[src/rtl/btn_evt_pkg.sv]
// Shared types for the push-button event controller: event codes, debounce FSM states
// and the queued event record.
package btn_evt_pkg;

  typedef enum logic [1:0] {
    EVT_NONE = 2'd0,
    PRESS    = 2'd1,
    RELEASE  = 2'd2,
    LONG     = 2'd3
  } evt_type_t;

  typedef enum logic [1:0] {
    RELEASED     = 2'd0,
    PRESS_PEND   = 2'd1,
    PRESSED      = 2'd2,
    RELEASE_PEND = 2'd3
  } btn_fsm_t;

  typedef struct packed {
    evt_type_t  t;
    logic [2:0] idx;
  } btn_evt_t;

  // The debounced level stays high while a release is still being confirmed.
  function automatic logic is_held(input btn_fsm_t st);
    return (st == PRESSED) || (st == RELEASE_PEND);
  endfunction

endpackage

[src/rtl/btn_evt_fifo.sv]
// Show-ahead event FIFO: head is registered and holds its last value while empty.
module btn_evt_fifo
  import btn_evt_pkg::*;
#(
  parameter int DEPTH = 4
) (
  input  logic     clk,
  input  logic     reset,
  input  logic     push,
  input  btn_evt_t push_data,
  output logic     full,
  input  logic     pop_ready,
  output logic     valid,
  output btn_evt_t head
);

  localparam int AW = (DEPTH > 1) ? $clog2(DEPTH) : 1;
  localparam int CW = $clog2(DEPTH + 1);

  btn_evt_t      mem_q [DEPTH];
  logic [AW-1:0] wr_q, wr_d, rd_q, rd_d;
  logic [CW-1:0] cnt_q, cnt_d;
  btn_evt_t      head_q, head_d;
  logic          do_push, do_pop;

  assign full    = (cnt_q == CW'(DEPTH));
  assign valid   = (cnt_q != '0);
  assign head    = head_q;
  assign do_push = push && !full;
  assign do_pop  = valid && pop_ready;

  always_comb begin
    wr_d   = wr_q;
    rd_d   = rd_q;
    cnt_d  = cnt_q;
    head_d = head_q;
    if (do_push) wr_d = wr_q + AW'(1);
    if (do_pop)  rd_d = rd_q + AW'(1);
    case ({do_push, do_pop})
      2'b10:   cnt_d = cnt_q + CW'(1);
      2'b01:   cnt_d = cnt_q - CW'(1);
      default: cnt_d = cnt_q;
    endcase
    // The next head is the entry being written right now when the queue is about to hold only it.
    if (cnt_d != '0) head_d = (do_push && (rd_d == wr_q)) ? push_data : mem_q[rd_d];
  end

  always_ff @(posedge clk) begin
    if (reset) begin
      wr_q   <= '0;
      rd_q   <= '0;
      cnt_q  <= '0;
      head_q <= '0;
    end else begin
      wr_q   <= wr_d;
      rd_q   <= rd_d;
      cnt_q  <= cnt_d;
      head_q <= head_d;
    end
  end

  always_ff @(posedge clk) begin
    if (do_push) mem_q[wr_q] <= push_data;
  end

endmodule

[src/rtl/button_event_ctrl.sv]
// Push-button debounce controller: per-button debounce/long-press FSMs sampled on the slow
// tick, one pending slot per button, lowest-index arbitration into a show-ahead event FIFO.
module button_event_ctrl
  import btn_evt_pkg::*;
#(
  parameter int N_BTN        = 4,
  parameter int STABLE_TICKS = 3,
  parameter int HOLD_TICKS   = 100,
  parameter int FIFO_DEPTH   = 4
) (
  input  logic             clk,
  input  logic             reset,
  input  logic             tick_en,
  input  logic [N_BTN-1:0] btn_raw,
  output logic [N_BTN-1:0] btn_state,
  output logic             evt_valid,
  input  logic             evt_ready,
  output logic [1:0]       evt_type,
  output logic [2:0]       evt_idx,
  output logic             overflow
);

  localparam int CW = $clog2(STABLE_TICKS + 1);
  localparam int HW = $clog2(HOLD_TICKS + 1);

  logic [N_BTN-1:0] sync1_q, sync2_q;
  logic [N_BTN-1:0] slot_full, grant, drop;
  evt_type_t        slot_t [N_BTN];
  logic             ovf_q, ovf_d;
  logic             fifo_full, fifo_push;
  btn_evt_t         push_evt, head;

  always_ff @(posedge clk) begin
    if (reset) begin
      sync1_q <= '0;
      sync2_q <= '0;
    end else begin
      sync1_q <= btn_raw;
      sync2_q <= sync1_q;
    end
  end

  for (genvar i = 0; i < N_BTN; i++) begin : g_btn
    btn_fsm_t      st_q, st_d;
    logic [CW-1:0] cnt_q, cnt_d;
    logic [HW-1:0] hcnt_q, hcnt_d;
    logic          ld_q, ld_d, held_q, drop_c, s;
    evt_type_t     emit, slot_q, slot_d;

    assign s            = sync2_q[i];
    assign btn_state[i] = held_q;
    assign slot_full[i] = (slot_q != EVT_NONE);
    assign slot_t[i]    = slot_q;
    assign drop[i]      = drop_c;

    always_comb begin
      st_d   = st_q;
      cnt_d  = cnt_q;
      hcnt_d = hcnt_q;
      ld_d   = ld_q;
      emit   = EVT_NONE;
      if (tick_en) begin
        case (st_q)
          RELEASED: begin
            if (s) begin
              if (STABLE_TICKS == 1) begin
                st_d   = PRESSED;
                emit   = PRESS;
                hcnt_d = '0;
                ld_d   = 1'b0;
              end else begin
                st_d  = PRESS_PEND;
                cnt_d = CW'(1);
              end
            end
          end
          PRESS_PEND: begin
            if (!s) begin
              st_d  = RELEASED;
              cnt_d = '0;
            end else if (cnt_q + CW'(1) == CW'(STABLE_TICKS)) begin
              st_d   = PRESSED;
              cnt_d  = '0;
              emit   = PRESS;
              hcnt_d = '0;
              ld_d   = 1'b0;
            end else begin
              cnt_d = cnt_q + CW'(1);
            end
          end
          PRESSED: begin
            if (!s) begin
              if (STABLE_TICKS == 1) begin
                st_d = RELEASED;
                emit = RELEASE;
              end else begin
                st_d  = RELEASE_PEND;
                cnt_d = CW'(1);
              end
            end else if (!ld_q) begin
              hcnt_d = hcnt_q + HW'(1);
              if (hcnt_q + HW'(1) == HW'(HOLD_TICKS)) begin
                emit = LONG;
                ld_d = 1'b1;
              end
            end
          end
          RELEASE_PEND: begin
            // A bounce back to pressed keeps hcnt/long_done so a hold is never reported twice.
            if (s) begin
              st_d  = PRESSED;
              cnt_d = '0;
            end else if (cnt_q + CW'(1) == CW'(STABLE_TICKS)) begin
              st_d  = RELEASED;
              cnt_d = '0;
              emit  = RELEASE;
            end else begin
              cnt_d = cnt_q + CW'(1);
            end
          end
          default: st_d = RELEASED;
        endcase
      end

      slot_d = slot_q;
      drop_c = 1'b0;
      if (grant[i]) slot_d = EVT_NONE;
      if (emit != EVT_NONE) begin
        if ((slot_q == EVT_NONE) || grant[i]) slot_d = emit;
        else                                  drop_c = 1'b1;
      end
    end

    always_ff @(posedge clk) begin
      if (reset) begin
        st_q   <= RELEASED;
        cnt_q  <= '0;
        hcnt_q <= '0;
        ld_q   <= 1'b0;
        held_q <= 1'b0;
        slot_q <= EVT_NONE;
      end else begin
        st_q   <= st_d;
        cnt_q  <= cnt_d;
        hcnt_q <= hcnt_d;
        ld_q   <= ld_d;
        held_q <= is_held(st_d);
        slot_q <= slot_d;
      end
    end
  end

  // Fixed priority: the lowest-index full slot wins whenever the FIFO has room at cycle start.
  always_comb begin
    grant     = '0;
    fifo_push = 1'b0;
    push_evt  = '0;
    for (int i = 0; i < N_BTN; i++) begin
      if (slot_full[i] && !fifo_push && !fifo_full) begin
        grant[i]     = 1'b1;
        fifo_push    = 1'b1;
        push_evt.t   = slot_t[i];
        push_evt.idx = 3'(i);
      end
    end
  end

  always_comb ovf_d = ovf_q | (|drop);

  always_ff @(posedge clk) begin
    if (reset) ovf_q <= 1'b0;
    else       ovf_q <= ovf_d;
  end

  btn_evt_fifo #(
    .DEPTH(FIFO_DEPTH)
  ) u_fifo (
    .clk      (clk),
    .reset    (reset),
    .push     (fifo_push),
    .push_data(push_evt),
    .full     (fifo_full),
    .pop_ready(evt_ready),
    .valid    (evt_valid),
    .head     (head)
  );

  assign evt_type = head.t;
  assign evt_idx  = head.idx;
  assign overflow = ovf_q;

endmodule

[config.mk]
export PLATFORM = sky130hd
export DESIGN_NAME = button_event_ctrl
export DESIGN_NICKNAME = d
export VERILOG_FILES = /design/src/rtl/btn_evt_pkg.sv /design/src/rtl/btn_evt_fifo.sv /design/src/rtl/button_event_ctrl.sv
export SDC_FILE = /design/constraint.sdc
export NUM_CORES = 1
export LEC_CHECK = 0
export ABC_AREA = 0
export BUFFER_PORTS_ARGS = -buffer_cell sky130_fd_sc_hd__clkbuf_2
export CORE_AREA = 8 8 101 103
export DETAILED_ROUTE_END_ITERATION = 8
export DIE_AREA = 0 0 109 111
export PLACE_DENSITY = 0.75
export SLEW_MARGIN = 10
export SYNTH_ARGS = -nofsm -noshare
export SYNTH_HDL_FRONTEND = slang
export SYNTH_SLANG_ARGS = --single-unit
[constraint.sdc]
create_clock -name clk -period 3 [get_ports clk]
set_input_delay 0.45 -clock clk [delete_from_list [all_inputs] [get_ports clk]]
set_output_delay 0.45 -clock clk [all_outputs]
set_load 0.02 [all_outputs]
Word level (Yosys, flattened, before mapping)
Memory sizes are Yosys's and may differ from the RTL's. A register that Yosys moved wholly into a read port is not among the register bits.
Cells that the tools add are included.
Operators by class
  mux-type cells: 171
  add/subtract/negate cells: 12
  reductions and logical operators: 56
  bitwise operators: 1
  equality and inequality tests: 55
Operator list (count)
  2-to-1 mux 2 bit: 85
  2-to-1 mux 7 bit: 16
  one-hot mux 2 bit (4 select lines): 8
  one-hot mux 7 bit (2 select lines): 4
  != test 2 bit (second input constant): 24
  2-to-1 mux 1 bit: 45
  == test 2 bit (second input constant): 21
  adder 7 x 1 -> 7 bit (second input constant): 4
  == test 7 bit (second input constant): 4
  one-hot mux 2 bit (3 select lines): 4
  AND reduction 6 bit: 4
  nonzero test 2 bit: 12
  2-to-1 mux 5 bit: 4
  AND reduction 5 bit: 4
  logical NOT 2 bit: 8
  adder 2 x 1 -> 2 bit (second input constant): 6
  AND reduction 3 bit: 4
  == test 2 x 1 -> 1 bit (second input constant): 5
  logical AND 1 bit: 9
  logical OR 1 bit: 8
  one-hot mux 1 bit (2 select lines): 4
  one-hot mux 3 bit (2 select lines): 1
  nonzero test 3 bit: 2
  logical NOT 1 bit: 4
  5 further kinds: 5
Storage, ports and cells
  bits of input ports: 8
  flip-flop bits (word level): 76
  memories kept: 1
  RAM bits: 20
  logic and storage cells: 326
Memories
  u_fifo.mem_q: depth 4, bits a word 5, rd ports 1, clocked after memory_dff 1, write ports 1, RTL line btn_evt_fifo.sv:20  | btn_evt_t mem_q [DEPTH];

Logic depth before layout (Yosys ltp)
Gate-level depths: netlist (run 1).
  depth after elaboration: 21
  depth in mapped cells: 12
  mapped depth without buffers: 12

By module
From an unflattened synthesis (run 1), not the netlist that was laid out.
Second synthesis, totals
  cell total of the unflattened synthesis: 604
  area total of the unflattened synthesis: 5431.5 um^2
By module, submodules not included
  button_event_ctrl: times used 1, cells each 459, area an instance 3711.1 um^2
  btn_evt_fifo: times used 1, cells each 145, area an instance 1720.4 um^2

Least setup slack after synthesis (run 1)
OpenSTA, ideal clock, no wires.
  kind: register -> register
  start point: register u_fifo.cnt_q[2]
  end point: register, netlist name u_fifo.head[3]
  library setup time: 133 ps
  setup slack: 328 ps
  period minus slack after synthesis: 2672 ps
  path buffers: 0
  arrival: 2540 ps
  stages on the path, launching flop included: 13
  cells stage by stage: dfxtp_1 nor3b_2 a41oi_2 inv_1 ha_1 inv_1 fa_1 xor2_1 xor2_1 nand3_1 mux2_2 nand4b_1 o221ai_1
On the way
  longest elaborated chain between the ends: 20
  elaborated cells between the ends (all ways): 26
  classes of those cells: 2 x add/sub; 3 x eq/ne; 6 x mux; 15 x reduce/logical
Ends and longest elaborated chain
  start: declaration: RTL line btn_evt_fifo.sv:22  | logic [CW-1:0] cnt_q, cnt_d;
  start signal: assignment: RTL line btn_evt_fifo.sv:57  | cnt_q <= cnt_d;
  == test 3 bit: RTL line btn_evt_fifo.sv:26  | assign full = (cnt_q == CW'(DEPTH));
  logical NOT 1 bit: RTL line btn_evt_fifo.sv:29, button_event_ctrl.sv:159
  logical AND 1 bit: RTL line button_event_ctrl.sv:159  | if (slot_full[i] && !fifo_push && !fifo_full) begin
  2-to-1 mux 1 bit: RTL line button_event_ctrl.sv:159
  logical NOT 1 bit: RTL line button_event_ctrl.sv:159
  logical AND 1 bit (2 in series): RTL line button_event_ctrl.sv:159
  2-to-1 mux 1 bit: RTL line button_event_ctrl.sv:159
  logical NOT 1 bit: RTL line button_event_ctrl.sv:159
  logical AND 1 bit (2 in series): RTL line button_event_ctrl.sv:159
  2-to-1 mux 1 bit: RTL line button_event_ctrl.sv:159
  logical NOT 1 bit: RTL line button_event_ctrl.sv:159
  logical AND 1 bit (2 in series): RTL line button_event_ctrl.sv:159
  2-to-1 mux 1 bit: RTL line button_event_ctrl.sv:159
  logical AND 1 bit: RTL line btn_evt_fifo.sv:29  | assign do_push = push && !full;
  == test 2 x 1 -> 1 bit or == test 2 bit (tied branches): RTL line btn_evt_fifo.sv:39  | case ({do_push, do_pop})
  one-hot mux 3 bit (2 select lines): RTL line btn_evt_fifo.sv:39
  nonzero test 3 bit: RTL line btn_evt_fifo.sv:45  | if (cnt_d != '0) head_d = (do_push && (rd_d == wr_q)) ? push_data : mem_q[rd_d];
Parallel ways exist; a longest one is shown, timed or not.
A chain may end at the register's enable or synchronous reset.

Worst setup path in the final report (run 1)
  start point: register g_btn[0].slot_q[0]
  end point: register, netlist name u_fifo.head[3]
On the way
  longest elaborated chain between the ends: 19
  elaborated cells between the ends (all ways): 20
  classes of those cells: 2 x eq/ne; 5 x mux; 13 x reduce/logical
Ends and longest elaborated chain
  start: declaration: RTL line button_event_ctrl.sv:48  | evt_type_t emit, slot_q, slot_d;
  start signal: assignment: RTL line button_event_ctrl.sv:148  | slot_q <= slot_d;
  nonzero test 2 bit *: RTL line button_event_ctrl.sv:52  | assign slot_full[i] = (slot_q != EVT_NONE);
  logical AND 1 bit *: RTL line button_event_ctrl.sv:159
  2-to-1 mux 1 bit *: RTL line button_event_ctrl.sv:159
  logical NOT 1 bit: RTL line button_event_ctrl.sv:159
  logical AND 1 bit (2 in series): RTL line button_event_ctrl.sv:159
  2-to-1 mux 1 bit *: RTL line button_event_ctrl.sv:159
  logical NOT 1 bit: RTL line button_event_ctrl.sv:159
  logical AND 1 bit (2 in series): RTL line button_event_ctrl.sv:159
  2-to-1 mux 1 bit *: RTL line button_event_ctrl.sv:159
  logical NOT 1 bit: RTL line button_event_ctrl.sv:159
  logical AND 1 bit (2 in series): RTL line button_event_ctrl.sv:159
  2-to-1 mux 1 bit *: RTL line button_event_ctrl.sv:159
  logical AND 1 bit *: RTL line btn_evt_fifo.sv:29
  == test 2 x 1 -> 1 bit or == test 2 bit (tied branches): RTL line btn_evt_fifo.sv:39
  one-hot mux 3 bit (2 select lines) *: RTL line btn_evt_fifo.sv:39
  nonzero test 3 bit *: RTL line btn_evt_fifo.sv:45
Mark *: on every way between the ends. The rest lies on a longest branch, timed or not.

==> results.yml, run 1 <==
setup_path:
  path_class: "flop to flop"
  cp-end-kind: "flop"
  cp.required_ps: 3250
  r2r-end: "u_fifo.head[3]"
  path_max_fanout: 9
  critPathLaunchType: "flop"
  startpoint: "g_btn[0].slot_q[0]"
  reg2regPathDepth: 12
  critPathArrivalTime_ps: 3010
  r2r-start: "g_btn[0].slot_q[0]"
  rrSetupSlack_ps: 240
grt:
  grt_antenna_before_repair: 0
  grt_pass1_vias: 3764
  grt_usage_pct: 17.11
  grt_pass1_wl_um: 17180
  grt_start_max_net_pins: 44
  grt-ovfl-total: 0
route:
  top_layer_used: "met4"
  m1WireLength_um: 4565
  wl_um: 10130
  wl_met3_um: 360
  vias: 4070
  drt_iter0_markers: 202
  drc_errors: 0
  firstDrtPassIters: 4
  drt.antenna.violating_nets: 0
  post_drt_via_cell_ratio: 5.882
  dr_wl_met2_um: 5008
  avgRoutedWirePerCell_um: 14.63
logic_synthesis:
  syn_area_per_cell_um2: 8.506
  syn-num-nets: 593
  yosysSeqAreaShare_pct: 42.57
  synth_cell_type_count: 70
  synth_edf_count: 16
  synth_flop_cell: "dfxtp_1"
  ys_async_sr_fraction_pct: 0
  syn_area_um2: 4891
  netlist_instances: 575
  ys_seq_elements: 96
  yosysWarnings: 0
final_layout:
  syn_to_final_growth_pct: 7.265
  layout-drive-gt1-share_pct: 10.96
  instances_no_fill: 692
  final_util_pct: 61.36
  nets: 597
  diodes: 0
flow_run:
  maxCapViolations: 0
timing:
  worst_hold_slack_ps: 297.6
  slew_headroom_pct: 40.66
  period_needed_ps: 2762
  hold_viol_final: 0
  fin_tns_setup_ps: 0
  skew_ps: 12.88
  fmax_ghz: 0.3621
  fin_crit_sh_pct: 92.06
  worst_pin_slew_ps: 890.1
  drv_slew: 0
  rsz0062_at_grt: "false"
  setup_violations: 0
clocking:
  clockBufferDepth: 2
  cts.repair.resized: 0
  cts_sinks: 96
  clkLatencyLatePin_ps: 360
  h-tree-depth: 3
  cts_buffers: 9
  postCtsSetupRepairBufs: 0
  cts-root-buf: "clkbuf_8"
  hold_buffers: 0
  path_clk_slew_ps: 100
  cts_tree: "built"
worst_hold_path:
  whs_path_depth: 2
  hold_end: "sync1_q[1]"
  min-delay-start: "btn_raw[1]"
  hold_class: "input port to flop"
power:
  p_leak_nw: 1.805
  power_density_nw_per_um2: 446.6
  peakVddDrop_v: 0.0002384
  power_mw: 2.343
placed_design:
  gp_congestion: 0.8094
  dp_hpwl_um: 7140
  port_buffers: 17
  dp_cells: 676
floorplan:
  dieArea_um2: 12100
  start_util_pct: 57.20
  rows: 34
  core_um2: 8551
  die_width_um: 109
  num_io_pins: 19
  die_y_um: 111
outcome:
  status: "completed"
-- flip-flops by register name, summed over array words and instances, names as in the netlist, 8 cells and up --
name / cells
g_btn.slot_q: 8
g_btn.st_q: 8
g_btn.hcnt_q: 28
g_btn.cnt_q: 8
u_fifo.mem_q: 16
-- per-stage QoR --
step                worst slack, ps  cell area, um2
floorplan                     327.6            4891
global placement              368.8            5017
detailed placement            267.1            5017
CTS                           238.0            5246
global route                  26.68            5246
finish                        238.2            5246
-- cell type report --
cell class	instances	area, um2
multi-input cells	432	2596
flip-flops and latches	96	2082
repair buffers	25	145.1
inverters	15	58.81
well taps	108	135.1
clock inverters	5	76.32
fillers	763	3304
clock buffers	11	152.6
-- report_power, final --
| group | internal, mW | total, mW | switching [mW] |
|---|---|---|---|
| logic | 0.0215 | 0.0610 | 0.0394 |
| registers | 1.31 | 1.32 | 0.0108 |
| clock network | 0.518 | 0.960 | 0.442 |
| total | 1.85 | 2.34 | 0.492 |
-- synth_stat cells, drive strengths merged (8+ instances only) --
cell / n / area (um2)
nor2: 87 / 329.1
dfxtp: 80 / 1602
a21oi: 54 / 270.3
nand2: 44 / 167.7
o21ai: 32 / 163.9
nand3: 27 / 140.1
buf: 16 / 93.84
clkbuf: 16 / 60.06
edfxtp: 16 / 480.5
inv: 15 / 58.81
nand2b: 14 / 87.58
nor2b: 13 / 81.33
nor3: 13 / 65.06
nand4: 10 / 62.56
a211oi: 9 / 67.56
a311oi: 9 / 85.08
ha: 9 / 112.6
xor2: 9 / 78.83
or3: 8 / 50.05
-- per-layer routing --
metal	up-vias	track usage [%]
met5	-	0
li1	2070	-
met2	59	28.17
met4	0	8.402
met3	17	2.907
met1	1924	20.80
-- worst max-delay path: stages (launching register included) --
cell      delay, ps
dfxtp_1         350
nor2_1          320
a41oi_2         190
inv_1            90
ha_1            180
inv_1            70
fa_1            370
xor2_1          240
xor2_1          170
nand3_1          90
mux2_2          360
nand4b_1        120
o221ai_1        110
-- cells in the final DEF (no fill, tap or decap), drive strengths merged, types with 6 or more instances in the layout --
master / count
nand3b: 7
ha: 9
nand4: 10
a211oi: 9
mux2i: 6
a311oi: 9
dfxtp: 80
nor2b: 13
nor3: 13
inv: 16
nand2b: 14
a21oi: 54
buf: 8
and2: 7
nor2: 87
clkbuf: 28
and3: 6
edfxtp: 16
o21ai: 32
or3: 8
nand2: 44
xor2: 9
nand3: 27
-- kinds of logic (layout without fill, tap and decap cells) --
kind of cell,after synthesis,count (layout),synth area share (%)
simple gates,258,258,27.09
fa+ha+maj,10,10,2.712
mux,11,11,2.379
xor+xnor,14,14,2.661
other cells,1,1,0.07667
flops,96,96,42.57
buf+inv,47,56,4.349
compound gates,138,138,18.16
-- how the worst max path moves through the flow --
stage	to	slack, ps	cells after the start
6_report	u_fifo.head[3]	240	12
5_1_grt	u_fifo.head[3]	30	12
4_1_cts	u_fifo.head[3]	240	12
3_5_place_dp	u_fifo.head[3]	270	12
3_3_place_gp	u_fifo.head[3]	370	12
2_1_floorplan	u_fifo.head[3]	330	12
Note: power is estimated with default switching activity, not from simulation.
==> run 2: changes to the inputs <==
Settings changed: PLACE_DENSITY 0.75 to 0.74, SETUP_SLACK_MARGIN set to 0.3.
==> run 2 against run 1 <==
- via count increased by 0.74%
- critical endpoint unchanged
- clock-buffer cell count unchanged
- design area increased by 1.6%
- total power decreased by 1.1%
- highest routed layer unchanged
- die area unchanged
- worst setup slack improved by 230 ps
- non-clock buffer count increased by 3
- sequential cell count unchanged
- critical path depth unchanged
==> results.yml, run 2 (synthesized netlist as in run 1, its figures left out) <==
floorplan:
  die_y_um: 111
  start_util_pct: 57.20
  die_width_um: 109
  dieArea_um2: 12100
  num_io_pins: 19
  rows: 34
  core_um2: 8551
route:
  drt.antenna.violating_nets: 0
  wl_um: 10190
  drc_errors: 0
  firstDrtPassIters: 4
  drt_iter0_markers: 239
  post_drt_via_cell_ratio: 5.899
  avgRoutedWirePerCell_um: 14.67
  vias: 4100
grt:
  grt_use_met1_pct: 21.49
  grt_usage_pct: 17.03
  top_usage_layer: "met2"
  use_met2_pct: 26.95
  grt-ovfl-total: 0
  grt_antenna_before_repair: 0
  grt_pass1_vias: 3766
  grt_start_max_net_pins: 36
  use_met3_pct: 3.547
  grt_pass1_wl_um: 17170
timing:
  period_needed_ps: 2528
  slew_headroom_pct: 54.44
  fin_crit_sh_pct: 84.28
  drv_slew: 0
  rsz0062_at_grt: "false"
  hold_viol_final: 0
  setup_violations: 0
  skew_ps: 14.41
  fmax_ghz: 0.3955
  fin_tns_setup_ps: 0
  worst_pin_slew_ps: 677.2
clocking:
  cts_tree: "built"
  path_clk_slew_ps: 90
  hold_buffers: 0
  cts-root-buf: "clkbuf_8"
  clkLatencyLatePin_ps: 370
  clockBufferDepth: 2
  cts_buffers: 9
  cts_sinks: 96
  h-tree-depth: 3
final_layout:
  multiInputGateArea_um2: 2649
  regMostFlops: "g_btn.hcnt_q"
  layout_common_cells: "nor2_1, dfxtp_1, a21oi_1"
  seq_area_um2: 2085
  instances_no_fill: 695
  layout-drive-gt1-share_pct: 12.95
  final_area_um2: 5330
  final_common_cell: "nor2_1"
  reg_top3: "g_btn.hcnt_q (28), u_fifo.mem_q (16)"
  largest_reg_flops: 28
  nets: 600
  fillers: 750
  diodes: 0
  syn_to_final_growth_pct: 8.979
worst_hold_path:
  hold_class: "input port to flop"
  hold_end: "sync1_q[1]"
  min-delay-start: "btn_raw[1]"
  whs_path_depth: 2
placed_design:
  dp_cells: 675
  port_buffers: 17
  dp_hpwl_um: 7060
  placed_area_um2: 5022
  gp_congestion: 0.8880
outcome:
  status: "completed"
setup_path:
  startpoint: "g_btn[0].slot_q[0]"
  rrSetupSlack_ps: 470
  reg2regPathDepth: 12
  critPathLaunchType: "flop"
  r2r-end: "u_fifo.head[3]"
  path_class: "flop to flop"
  path_max_fanout: 9
  cp.required_ps: 3250
  cp-end-kind: "flop"
  critPathArrivalTime_ps: 2780
  r2r-start: "g_btn[0].slot_q[0]"
power:
  peakVddDrop_v: 0.0003539
  swShare_pct: 21.21
  clockPowerShare_pct: 40.3
  power_frac_seq_pct: 57.0
  p_int_mw: 1.826
  power_density_nw_per_um2: 434.8
  p_leak_nw: 1.834
  p_comb_share_pct: 2.7
  p_sw_uw: 491.7
flow_run:
  maxCapViolations: 0
run 2: worst max path at each step:
stage | to | slack, ps | cells past startpoint
3_3_place_gp | u_fifo.head[3] | 360 | 12
3_5_place_dp | u_fifo.head[3] | 220 | 12
5_1_grt | u_fifo.head[4] | 330 | 12
4_1_cts | u_fifo.head[3] | 310 | 12
2_1_floorplan | u_fifo.head[3] | 330 | 12
6_report | u_fifo.head[3] | 470 | 12
run 2: power groups by stage:
stage | combinational (mW) | clock (mW) | sequential (mW)
2_1_floorplan | 0.0494 | 0 | 1.34
3_3_place_gp | 0.0611 | 0 | 1.35
3_5_place_dp | 0.0622 | 0 | 1.35
4_1_cts | 0.0625 | 0.960 | 1.32
5_1_grt | 0.0689 | 1.01 | 1.32
6_report | 0.0619 | 0.935 | 1.32
run 2: worst max-delay path, stage by stage (launching register included):
cell	delay, ps
dfxtp_1	370
nor2_4	180
a41oi_2	150
inv_1	80
ha_2	200
inv_1	60
fa_2	360
xor2_2	210
xor2_1	170
nand3_1	90
mux2_4	330
nand4b_1	120
o221ai_1	100
run 2: area by class of cell:
type | count | share of cell area [%]
timing repair buffer | 28 | 3.380
sequential | 96 | 39.11
clock buffer | 11 | 2.653
tap | 108 | 2.535
inverter | 15 | 1.150
multi-input combinational | 432 | 49.69
clock inverter | 5 | 1.479
run 2: timing repair:
action	CTS	global route
resized for setup	5	11
pin swaps	1	2
cloned	0	0
endpoints found under the setup margin	4	4
endpoints found under the hold margin	0	0
buffers inserted	1	3
run 2: layer usage:
layer	up-vias	wire length [um]
li1	2065	-
met1	1929	4548
met2	82	4936
met3	24	393
met4	0	314
met5	-	0
run 2: stage by stage:
stage	hold slack, ps	total power, mW	setup slack, ps	utilization [%]
CTS	287.8	2.343	307.1	61.63
detailed placement	432.4	1.413	216.9	58.74
finish	300.4	2.318	471.6	62.34
global route	290.8	2.406	331.8	62.34
global placement	421.5	1.412	363.9	58.74
floorplan	413.8	1.394	327.6	-
